<file path="src/rtl/uart_pkg.sv">
// Shared UART definitions: receiver state encoding and default framing constants.
package uart_pkg;

  typedef enum logic [2:0] {IDLE, START, DATA, PARITY, STOP} uart_rx_state_e;

  localparam int unsigned UART_DEFAULT_CLKS_PER_BIT = 87;
  localparam int unsigned UART_DATA_BITS            = 8;

endpackage

</file>
<file path="src/rtl/uart_sync2.sv">
// Two-flop synchronizer for a single asynchronous input; both flops reset to RESET_VAL.
module uart_sync2 #(
  parameter logic RESET_VAL = 1'b1
) (
  input  logic clk,
  input  logic reset,
  input  logic d,
  output logic q
);

  logic meta;

  always_ff @(posedge clk or posedge reset) begin
    if (reset) begin
      meta <= RESET_VAL;
      q    <= RESET_VAL;
    end else begin
      meta <= d;
      q    <= meta;
    end
  end

endmodule

</file>
<file path="src/rtl/uart_rx_deframer.sv">
// UART receiver: mid-bit sampling, framing-error detection.
// Define UART_RX_PARITY_EN to add an even-parity bit between data and stop.
module uart_rx_deframer
  import uart_pkg::*;
#(
  parameter int unsigned CLKS_PER_BIT = UART_DEFAULT_CLKS_PER_BIT,
  parameter int unsigned DATA_BITS    = UART_DATA_BITS
) (
  input  logic                 clk,
  input  logic                 reset,
  input  logic                 rx_serial,
  output logic                 rx_dv,
  output logic [DATA_BITS-1:0] rx_byte,
  output logic                 rx_active,
  output logic                 rx_frame_err,
  output logic                 rx_parity_err
);

  localparam int unsigned CntW = $clog2(CLKS_PER_BIT);
  localparam int unsigned IdxW = (DATA_BITS > 1) ? $clog2(DATA_BITS) : 1;
  localparam logic [CntW-1:0] CntMid  = CntW'((CLKS_PER_BIT - 1) / 2);
  localparam logic [CntW-1:0] CntLast = CntW'(CLKS_PER_BIT - 1);
  localparam logic [IdxW-1:0] IdxLast = IdxW'(DATA_BITS - 1);

  if (CLKS_PER_BIT < 4) begin : g_bad_cfg
    $error("uart_rx_deframer: CLKS_PER_BIT must be at least 4");
  end

  logic                 rx_s;
  uart_rx_state_e       state;
  logic [CntW-1:0]      clk_cnt;
  logic [IdxW-1:0]      bit_idx;
  logic [DATA_BITS-1:0] shreg;
  logic                 armed;
  // rx_s carries the synchronizer reset value for two cycles; don't arm on it.
  logic [1:0]           sync_ok;
  logic                 parity_err;

  uart_sync2 #(
    .RESET_VAL (1'b1)
  ) u_sync (
    .clk   (clk),
    .reset (reset),
    .d     (rx_serial),
    .q     (rx_s)
  );

`ifdef UART_RX_PARITY_EN
  logic parity_bad;
`endif

  always_ff @(posedge clk or posedge reset) begin
    if (reset) begin
      state        <= IDLE;
      clk_cnt      <= '0;
      bit_idx      <= '0;
      shreg        <= '0;
      armed        <= 1'b0;
      sync_ok      <= 2'b00;
      rx_dv        <= 1'b0;
      rx_byte      <= '0;
      rx_active    <= 1'b0;
      rx_frame_err <= 1'b0;
      parity_err   <= 1'b0;
`ifdef UART_RX_PARITY_EN
      parity_bad   <= 1'b0;
`endif
    end else begin
      rx_dv        <= 1'b0;
      rx_frame_err <= 1'b0;
      parity_err   <= 1'b0;
      sync_ok      <= {sync_ok[0], 1'b1};
      case (state)
        IDLE: begin
          if (rx_s && sync_ok[1]) begin
            armed <= 1'b1;
          end
          if (armed && !rx_s) begin
            state     <= START;
            clk_cnt   <= '0;
            rx_active <= 1'b1;
          end
        end
        START: begin
          if (clk_cnt == CntMid) begin
            clk_cnt <= '0;
            if (!rx_s) begin
              state   <= DATA;
              bit_idx <= '0;
            end else begin
              state     <= IDLE;
              rx_active <= 1'b0;
            end
          end else begin
            clk_cnt <= clk_cnt + CntW'(1);
          end
        end
        DATA: begin
          if (clk_cnt == CntLast) begin
            shreg[bit_idx] <= rx_s;
            clk_cnt        <= '0;
            if (bit_idx == IdxLast) begin
`ifdef UART_RX_PARITY_EN
              state <= PARITY;
`else
              state <= STOP;
`endif
            end else begin
              bit_idx <= bit_idx + IdxW'(1);
            end
          end else begin
            clk_cnt <= clk_cnt + CntW'(1);
          end
        end
`ifdef UART_RX_PARITY_EN
        PARITY: begin
          if (clk_cnt == CntLast) begin
            // Even parity: data bits plus parity bit carry an even number of ones.
            parity_bad <= rx_s ^ (^shreg);
            clk_cnt    <= '0;
            state      <= STOP;
          end else begin
            clk_cnt <= clk_cnt + CntW'(1);
          end
        end
`endif
        STOP: begin
          if (clk_cnt == CntLast) begin
            clk_cnt   <= '0;
            state     <= IDLE;
            rx_active <= 1'b0;
`ifdef UART_RX_PARITY_EN
            parity_err <= parity_bad;
`endif
            if (rx_s) begin
              rx_dv   <= 1'b1;
              rx_byte <= shreg;
            end else begin
              // Break or bad stop: wait for the line to return high before rearming.
              rx_frame_err <= 1'b1;
              armed        <= 1'b0;
            end
          end else begin
            clk_cnt <= clk_cnt + CntW'(1);
          end
        end
        default: begin
          state     <= IDLE;
          clk_cnt   <= '0;
          rx_active <= 1'b0;
        end
      endcase
    end
  end

  assign rx_parity_err = parity_err;

endmodule

</file>
<file path="config.mk">
export PLATFORM = sky130hd
export DESIGN_NAME = uart_rx_deframer
export DESIGN_NICKNAME = d
export VERILOG_FILES = /design/src/rtl/uart_pkg.sv /design/src/rtl/uart_sync2.sv /design/src/rtl/uart_rx_deframer.sv
export SDC_FILE = /design/constraint.sdc
export NUM_CORES = 1
export LEC_CHECK = 0
export CAP_MARGIN = 20
export CORE_ASPECT_RATIO = 0.6
export CORE_MARGIN = 4
export CORE_UTILIZATION = 51
export CTS_CLUSTER_DIAMETER = 150
export DETAILED_ROUTE_END_ITERATION = 6
export MAX_ROUTING_LAYER = met4
export PLACE_DENSITY = 0.74
export SLEW_MARGIN = 20
export SYNTH_ARGS = -nofsm -noshare
export SYNTH_HDL_FRONTEND = slang
export SYNTH_HIERARCHICAL = 1
export SYNTH_SLANG_ARGS = --single-unit
</file>
<file path="constraint.sdc">
create_clock -name clk -period 1.7 [get_ports clk]
set_clock_uncertainty 0.1 [all_clocks]
set_input_delay 0.34 -clock clk [delete_from_list [all_inputs] [get_ports clk]]
set_output_delay 0.34 -clock clk [all_outputs]
set_load 0.01 [all_outputs]
</file>
Word level (Yosys, flattened, before mapping). Index checks and enable logic that the tools add are counted.

Memory bits (read-only): 0. Bits in latches: 0. Bits in writable memories: 0. Input port bits: 3. Bits in registers: 37. Memories kept: 0.

Add/subtract/negate cells: 2. $mul: 0. $lt $le $gt $ge: 2. Bitwise operators: 1. Reduce and logical (&&, ||, !) cells: 14. Divide/modulo/power cells: 0. Equality and inequality tests: 16. Shift-type cells: 0. Multiplexer cells: 34.

Operators by type and width (count): $mux 3 (9); $mux 7 (3); $pmux 7 s3 (1); $ne 2x2->1 const B (9); $reduce_and 5->1 (3); $mux 1 (14); $pmux 3 s4 (1); $bwmux 8 (1); $add 7x1->7 const B (1); $eq 7x6->1 const B (1); $eq 7x7->1 const B (1); $eq 3x3->1 const B (2); $pmux 3 s2 (1); $lt 3x4->1 const B (1); $pmux 1 s4 (1); $reduce_and 4->1 (1); $reduce_bool 2->1 (2); $add 3x1->3 const B (1); $demux 1 s3 (1); $eq 3x1->1 const B (1); $eq 3x2->1 const B (1); $ge 3x1->1 const B (1); $logic_and 1x1->1 (3); $logic_not 3->1 (1); other kinds (8) (8).

Logic depth before layout (Yosys ltp). Gate-level depths: netlist of run 1.

Word-level depth: 5. Gate-level depth with buffers: 6. Depth with buffers taken out: 5.

Cells and area by module. Netlist of run 1, hierarchy kept.

By module, submodules not included: uart_rx_deframer (area each 1811.7 µm², cells each 153, seq. area each 875.8 µm², times used 1); uart_sync2 (area each 56.3 µm², cells each 3, seq. area each 52.6 µm², times used 1).

Worst setup path after synthesis of run 1. OpenSTA, ideal clock, no wires.

Path kind: reg-to-reg. From: register clk_cnt[0]. To: register state[1]. Data required time: 1480 ps. Setup slack: -66 ps. Path buffers: 0. Clock period less this slack: 1766 ps. Data arrival time: 1547 ps. Stages on the path, launching flop included: 6. Path through: dfrtp_1 > ha_1 > and3_1 > a2111oi_4 > nor2_1 > a31o_1.

Longest elaborated chain between the ends: 3.

Ends and longest elaborated chain: start: declaration (RTL line uart_rx_deframer.sv:31) `logic [CntW-1:0] clk_cnt;`; start signal: assignment (RTL line uart_rx_deframer.sv:95) `clk_cnt <= clk_cnt + CntW'(1);`; start signal: assignment (RTL line uart_rx_deframer.sv:112) `clk_cnt <= clk_cnt + CntW'(1);`; start signal: assignment (RTL line uart_rx_deframer.sv:144) `clk_cnt <= clk_cnt + CntW'(1);`; $eq 7x7->1 / $eq 7x6->1 (equally long branches) (RTL line uart_rx_deframer.sv:99, uart_rx_deframer.sv:128, uart_rx_deframer.sv:85); $ne 2x2->1 (no source line); $reduce_and 5->1 (no source line) *; end signal: assignment (RTL line uart_rx_deframer.sv:106) `state <= STOP;`; end signal: assignment (RTL line uart_rx_deframer.sv:130) `state <= IDLE;`; end signal: assignment (RTL line uart_rx_deframer.sv:148) `state <= IDLE;`; end: declaration (RTL line uart_rx_deframer.sv:30) `uart_rx_state_e state;`.

Every way passes the cells marked *; elsewhere a longest branch is shown, timed or not. A chain may end at the register's enable or synchronous reset.

Worst setup path in the final report of run 1.
From: register clk_cnt[3]. To: register shreg[3].

Longest elaborated chain between the ends: 2.

Ends and longest elaborated chain: $eq 7x7->1 (RTL line uart_rx_deframer.sv:99) `if (clk_cnt == CntLast) begin`; $reduce_and 2->1 (no source line); end signal: indexed assignment (RTL line uart_rx_deframer.sv:100) `shreg[bit_idx] <= rx_s;`; end: declaration (RTL line uart_rx_deframer.sv:33) `logic [DATA_BITS-1:0] shreg;`.

No other way between the ends.

==> summary.md, run 1 <==
| Metric | Value |
|---|---|
| Setup TNS | `-2.67 ns` |
| Hold Path Class | `flip-flop to flip-flop` |
| Worst Setup End Kind | `flip-flop` |
| Max IR drop VDD | `817 µV` |
| # rows | `16` |
| Die area | `4730 µm²` |
| Width of the die | `86.1 µm` |
| RSZ-0062 raised after global routing | `yes` |
| First-pass GRT wire length | `7310 µm` |
| Mean Syn Cell Area | `12.0 µm²` |
| Clock Path Buffers | `2` |
| Synthesized cell area | `1870 µm²` |
| GRT Residual Overflow | `0` |
| Crit-path cells | `and4bb_4 -> buf_4 -> and3_4 -> buf_4 -> nand4_1 -> mux2_2` |
| Post-layout nets | `221` |
| # setup viols final | `24` |
| Core Area | `3380 µm²` |
| Critical path class | `flip-flop to flip-flop` |
| Average wire per standard cell | `18.7 µm` |
| Top_reg_cell synth | `dfrtp_1` |
| Worst EP arrival | `1.97 ns` |
| Post-Synth Adder-Cell Area | `2.68%` |
| Final Power | `0.00275 W` |
| All-Layer GR Usage | `22.1%` |
| Clk Latency, worst-skew pair | `0.30 ns` |
| Failing checks | `negative setup slack` |
| CP delay by family, top | `simple AND/OR/NAND/NOR gates` |
| CP Depth | `6` |
| Fmax | `531 MHz` |
| Netlist cell types | `45` |
| Ys async rst share | `100%` |
| FF-to-FF Start | `clk_cnt[3]$_DFFE_PP0P_` |
| Yosys warns | `6` |
| R2R cell count | `6` |
| Total CTS buffers | `5` |
| Initial antenna violation count | `0` |
| Max-cap violations | `0` |
| Fin crit share | `111%` |
| Status | `finished with violations` |
| Total clock sinks | `37` |
| Max Transition Viols Final | `0` |
| Slowest stage delay, CP | `0.41 ns` |
| DR pass1 iterations | `4` |
| WL final | `4870 µm` |
| Routability congestion estimate from global placement | `0.816` |
| Power Dens Cells | `1070 nW/µm²` |
| # DRC | `0` |
| Clock root cell | `clkbuf_8` |
| Worst R2R End | `shreg[3]$_DFFE_PP0P_` |
| Ports | `15` |
| Worst EP required | `1.79 ns` |
| Cell mode on critical path | `buf_4` |
| Mapped Nets | `163` |
| Synth Register Bits | `37` |
| Setup crit end | `shreg[3]$_DFFE_PP0P_` |
| Initial core utilization | `55.2%` |
| Die height | `54.9 µm` |
| TritonCTS clock tree | `done` |
| Synth Area in XOR/XNOR | `2.34%` |
| CTS Hold Bufs | `0` |
| Largest family of logic cells by synthesized area | `simple AND/OR/NAND/NOR gates` |
| Number of global-route vias before repair | `1439` |
| Reg2Reg Setup Slack | `-0.18 ns` |
| Crit path launch | `clk_cnt[3]$_DFFE_PP0P_` |
| Port bufs | `13` |
| Area delta synth->final | `37.3%` |
| Tmin final | `1.88 ns` |
| Mux cell area share after synthesis | `11.3%` |
| Syn Inst Count | `156` |
| Share of cells above drive strength 1 | `42.8%` |
| Placed wire-length estimate | `3120 µm` |
| Antenna cell count | `0` |
| CP Buf/Inv Count | `2` |
| Static leakage | `1.17 nW` |
| Final WS setup | `-0.183 ns` |
| H-tree depth | `2` |
| ANT nets after route | `0` |
| DR vias | `1510` |
| Via density | `5.81` |
| Slowest-stage cell, CP | `and4bb_4` |
| Startpoint Class | `flip-flop` |
| Register area share after synthesis | `49.7%` |
| Clk pin slew, worst setup/hold paths | `0.08 ns` |
| Fraction of the mapped netlist area in compound gates | `10.8%` |
| Final hold violation count | `0` |
| Simple-Gate Fraction of Synth Area | `17.6%` |
| EDFF count, synth | `0` |
| Largest net degree at the start of global routing | `36` |
| Initial DRC count | `107` |
| CP max FO | `5` |
## per-stage QoR
stage	util (%)	cell area (µm²)	hold WS, ns	setup slack [ns]	std cells
final	75.8	2560	0.258	-0.183	260
after global placement	67.6	2290	0.238	-0.0399	241
after global routing	75.8	2560	0.266	-0.228	260
after CTS	73.2	2470	0.261	-0.0806	255
after floorplan	-	1880	0.152	-0.0561	156
after detailed placement	67.6	2290	0.251	-0.111	241
## Yosys cell counts (3+ instances only)
library cell  instances  share of area, %
a21oi_1               6               1.6
buf_4                 3               1.2
dfrtp_1              35                47
ha_1                  4               2.7
inv_1                 9               1.8
mux2_2               16               9.6
nand2_1               4              0.80
nand3_1               5               1.3
nand4_1               5               1.7
nand4b_1              4               1.9
nor2_1               11               2.2
o21ai_0               3              0.80
xnor2_1               5               2.3
## registers in the layout (all words and copies together), names as in the netlist
name / count
rx_byte: 8
shreg: 8
clk_cnt: 7
bit_idx: 3
state: 3
sync_ok: 2
armed: 1
rx_active: 1
rx_dv: 1
rx_frame_err: 1
u_sync/meta: 1
u_sync/q: 1
## metal layers
metal / track usage [%] / share of wire (%) / wire, µm
met1: 30.2 / 46 / 2240
met4: 6.05 / 1.2 / 56
met5: - / 0 / 0
met3: 6.17 / 6.2 / 302
met2: 32.4 / 47 / 2270
## cell usage in the layout (no fill, tap or decap), types with 6 or more instances in the layout
cell type | netlist | layout
buf_4 | 3 | 38
dfrtp_1 | 35 | 35
mux2_2 | 16 | 15
clkdlybuf4s50_1 | 0 | 13
nor2_1 | 11 | 10
inv_1 | 9 | 9
a21oi_1 | 6 | 6
## final cells by class
class | count | area (µm²)
clock buffers | 6 | 72.6
clock inverters | 2 | 10.0
fillers | 201 | 818
inverters | 9 | 33.8
multi-input cells | 103 | 952
flip-flops and latches | 37 | 928
well taps | 45 | 56.3
repair buffers | 58 | 512
## worst min path at each step
stage                     startpoint                    end  depth (start not counted)
6_report       u_sync/meta$_DFF_PP1_     u_sync/q$_DFF_PP1_                          0
5_1_grt        u_sync/meta$_DFF_PP1_     u_sync/q$_DFF_PP1_                          0
4_1_cts        u_sync/meta$_DFF_PP1_     u_sync/q$_DFF_PP1_                          0
3_5_place_dp   u_sync/meta$_DFF_PP1_     u_sync/q$_DFF_PP1_                          0
3_3_place_gp    sync_ok[0]$_DFF_PP0_   sync_ok[1]$_DFF_PP0_                          0
2_1_floorplan                  reset  u_sync/meta$_DFF_PP1_                          1
## cell families (layout without fill, tap and decap cells)
family                   Yosys count  after routing
AND/OR/NAND/NOR                   49             51
other                              2              2
XOR/XNOR                           5              5
multiplexers                      19             19
flip-flops                        37             37
buffers and inverters             18             75
adder cells (fa/ha/maj)            4              4
AO/OA/AOI/OAI                     22             22
## power breakdown
| part | total, W | leakage (nW) | switching [W] | internal [W] |
|---|---|---|---|---|
| sequential | 0.00106 | 0.488 | 0.0000948 | 0.000967 |
| clock | 0.000604 | 0.0450 | 0.000320 | 0.000284 |
| combinational | 0.00109 | 0.640 | 0.000537 | 0.000548 |
| total | 0.00275 | 1.17 | 0.000952 | 0.00180 |
## what timing repair did
action,in CTS,in global routing
resized for setup,10,9
pin swaps,8,10
setup buffers,4,5
cloned,2,0
setup endpoints to repair,23,28
No activity file was read; power rests on OpenSTA's default activity.
==> run 2, diff against run 1 <==
--- a/config.mk
+++ b/config.mk
@@ -9,7 +9,7 @@
 export CORE_ASPECT_RATIO = 0.6
 export CORE_MARGIN = 4
 export CORE_UTILIZATION = 51
-export CTS_CLUSTER_DIAMETER = 150
+export CTS_CLUSTER_DIAMETER = 50
 export DETAILED_ROUTE_END_ITERATION = 6
 export MAX_ROUTING_LAYER = met4
 export PLACE_DENSITY = 0.74
@@ -18,3 +18,4 @@
 export SYNTH_HDL_FRONTEND = slang
 export SYNTH_HIERARCHICAL = 1
 export SYNTH_SLANG_ARGS = --single-unit
+export TNS_END_PERCENT = 20
==> run 2 against run 1 <==
Critical path type unchanged. Combinational power fell by 9%. Clock power increased by 48%. The flow still finishes with violations (negative setup slack). Sequential cell count unchanged. Worst hold slack got worse by 0.0062 ns. Critical path depth is the same.
==> summary.md, run 2 (same netlist as run 1, synthesis figures left out) <==
| Metric | Value |
|---|---|
| Switch share | `30.4%` |
| Fillers | `199` |
| Tmin final | `1.81 ns` |
| Placed wire-length estimate | `3140 µm` |
| Status | `finished with violations` |
| Commonest non-fill, non-tap cell in the layout | `buf_4` |
| Initial DRC count | `100` |
| Design area | `2500 µm²` |
| Clock power share | `30.2%` |
| DR pass1 iterations | `5` |
| Net switching power | `0.000897 W` |
| Power Dens Cells | `1180 nW/µm²` |
| Static leakage | `1.16 nW` |
| # setup viols final | `21` |
| Non-Filler Instances | `251` |
| Largest regs | `rx_byte x8, shreg x8, clk_cnt x7` |
| Worst Setup End Kind | `flip-flop` |
| Hold Path Class | `flip-flop to flip-flop` |
| Worst EP arrival | `1.86 ns` |
| CP max FO | `5` |
| RSZ-0062 raised after global routing | `yes` |
| GRT Residual Overflow | `0` |
| Port bufs | `13` |
| Hold_ws | `0.252 ns` |
| Initial core utilization | `55.2%` |
| Share of cells above drive strength 1 | `40.3%` |
| Fin crit share | `106%` |
| Initial antenna violation count | `0` |
| TritonCTS clock tree | `done` |
| Max Transition Viols Final | `0` |
| Via density | `5.55` |
| Clock root cell | `clkbuf_8` |
| Cell mode on critical path | `a2111oi_4` |
| CTS Hold Bufs | `0` |
| Max IR drop VDD | `966 µV` |
| Ports | `15` |
| First-pass GRT wire length | `7020 µm` |
| Number of global-route vias before repair | `1425` |
| Max-cap violations | `0` |
| Post-layout nets | `212` |
| Average wire per standard cell | `17.2 µm` |
| Clk Latency, worst-skew pair | `0.28 ns` |
| All-Layer GR Usage | `20.9%` |
| Multi-input gate area | `896 µm²` |
| Crit-path cells | `ha_2 -> and3_4 -> a2111oi_4 -> buf_4 -> a2111oi_4 -> nor2_1` |
| Largest net degree at the start of global routing | `36` |
| Final Power | `0.00296 W` |
| Die height | `54.9 µm` |
| Antenna cell count | `0` |
| Worst EP required | `1.75 ns` |
| Clock Path Buffers | `2` |
| H-tree depth | `2` |
| # rows | `16` |
| Commonest non-fill, non-tap cells in the layout | `34 x buf_4, 33 x dfrtp_1, 16 x mux2_2, 11 x nor2_1, 11 x clkdlybuf4s50_1` |
| Slowest stage delay, CP | `0.41 ns` |
| Routability congestion estimate from global placement | `0.884` |
| CP delay by family, top | `compound AO/OA/AOI/OAI gates` |
| Placed insts | `241` |
| Startpoint Class | `flip-flop` |
| Total clock sinks | `37` |
| ANT nets after route | `0` |
| Width of the die | `86.1 µm` |
| Final hold violation count | `0` |
| CP Buf/Inv Count | `1` |
| Placed Area | `2290 µm²` |
| Logic pwr share | `33.7%` |
| Clk pin slew, worst setup/hold paths | `0.08 ns` |
| # DRC | `0` |
| Register area | `931 µm²` |
| Sequential power share | `36.1%` |
| Critical path class | `flip-flop to flip-flop` |
| Final WS setup | `-0.106 ns` |
| Die area | `4730 µm²` |
| Core Area | `3380 µm²` |
| Area delta synth->final | `34.0%` |
| Internal power | `0.00206 W` |
| Slowest-stage cell, CP | `dfrtp_1` |
| DR vias | `1394` |
| WL final | `4310 µm` |
| Fmax | `554 MHz` |
| Failing checks | `negative setup slack` |
| Total CTS buffers | `5` |
-- run 2: cell types whose count changed in the layout (fill, tap and decap cells not counted), moves of 2 or more --
cell	delta
buf_4	-4
buf_6	-3
bufinv_16	+2
clkdlybuf4s50_1	-2
dfrtp_1	-2
dfrtp_2	+2
dlymetal6s2s_1	+2
-- run 2: layout make-up --
cell class / instances / area share [%]
sequential: 37 / 37.2
multi-input combinational: 101 / 35.8
timing repair buffer: 51 / 18.1
clock buffer: 5 / 2.75
clock inverter: 3 / 2.60
tap: 45 / 2.25
inverter: 9 / 1.35
-- run 2: timing repair --
action | CTS | global route
setup endpoints to repair | 24 | 31
resized for setup | 6 | 9
setup buffers | 2 | 0
pin swaps | 10 | 4
-- run 2: final timing paths --
kind | start | end | slack (ns) | cells past startpoint
max reg2reg | clk_cnt[0]$_DFFE_PP0P_ | clk_cnt[6]$_DFFE_PP0P_ | -0.11 | 6
max | clk_cnt[0]$_DFFE_PP0P_ | clk_cnt[6]$_DFFE_PP0P_ | -0.11 | 6
max in group asynchronous | reset | state[2]$_DFFE_PP0P_ | 0.99 | 3
min in group asynchronous | reset | u_sync/meta$_DFF_PP1_ | 0.31 | 2
min reg2reg | sync_ok[0]$_DFF_PP0_ | sync_ok[1]$_DFF_PP0_ | 0.25 | 0
min | sync_ok[0]$_DFF_PP0_ | sync_ok[1]$_DFF_PP0_ | 0.25 | 0
-- run 2: per-stage QoR --
step	worst slack, ns	setup TNS [ns]	util, %
2_1_floorplan	-0.0561	-0.141	-
3_3_place_gp	-0.100	-0.224	67.8
3_5_place_dp	-0.106	-0.879	67.8
4_1_cts	-0.104	-0.794	73.1
5_1_grt	-0.196	-2.30	74.0
6_report	-0.106	-0.910	74.0
-- run 2: metal layers --
| layer | vias up | part of all wire, % | GRT usage [%] |
|---|---|---|---|
| met4 | 0 | 0.23 | 5.79 |
| met1 | 685 | 47 | 26.4 |
| li1 | 656 | - | - |
| met2 | 51 | 46 | 33.2 |
| met3 | 2 | 6.6 | 6.32 |
| met5 | - | 0 | - |
-- run 2: power groups by stage --
stage               Clock, W  Combinational [W]  Sequential (W)
floorplan                  0           0.000528         0.00105
global placement           0           0.000852         0.00107
detailed placement         0           0.000889         0.00108
CTS                 0.000904           0.000956         0.00106
global route        0.000950            0.00107         0.00108
finish              0.000893           0.000997         0.00107
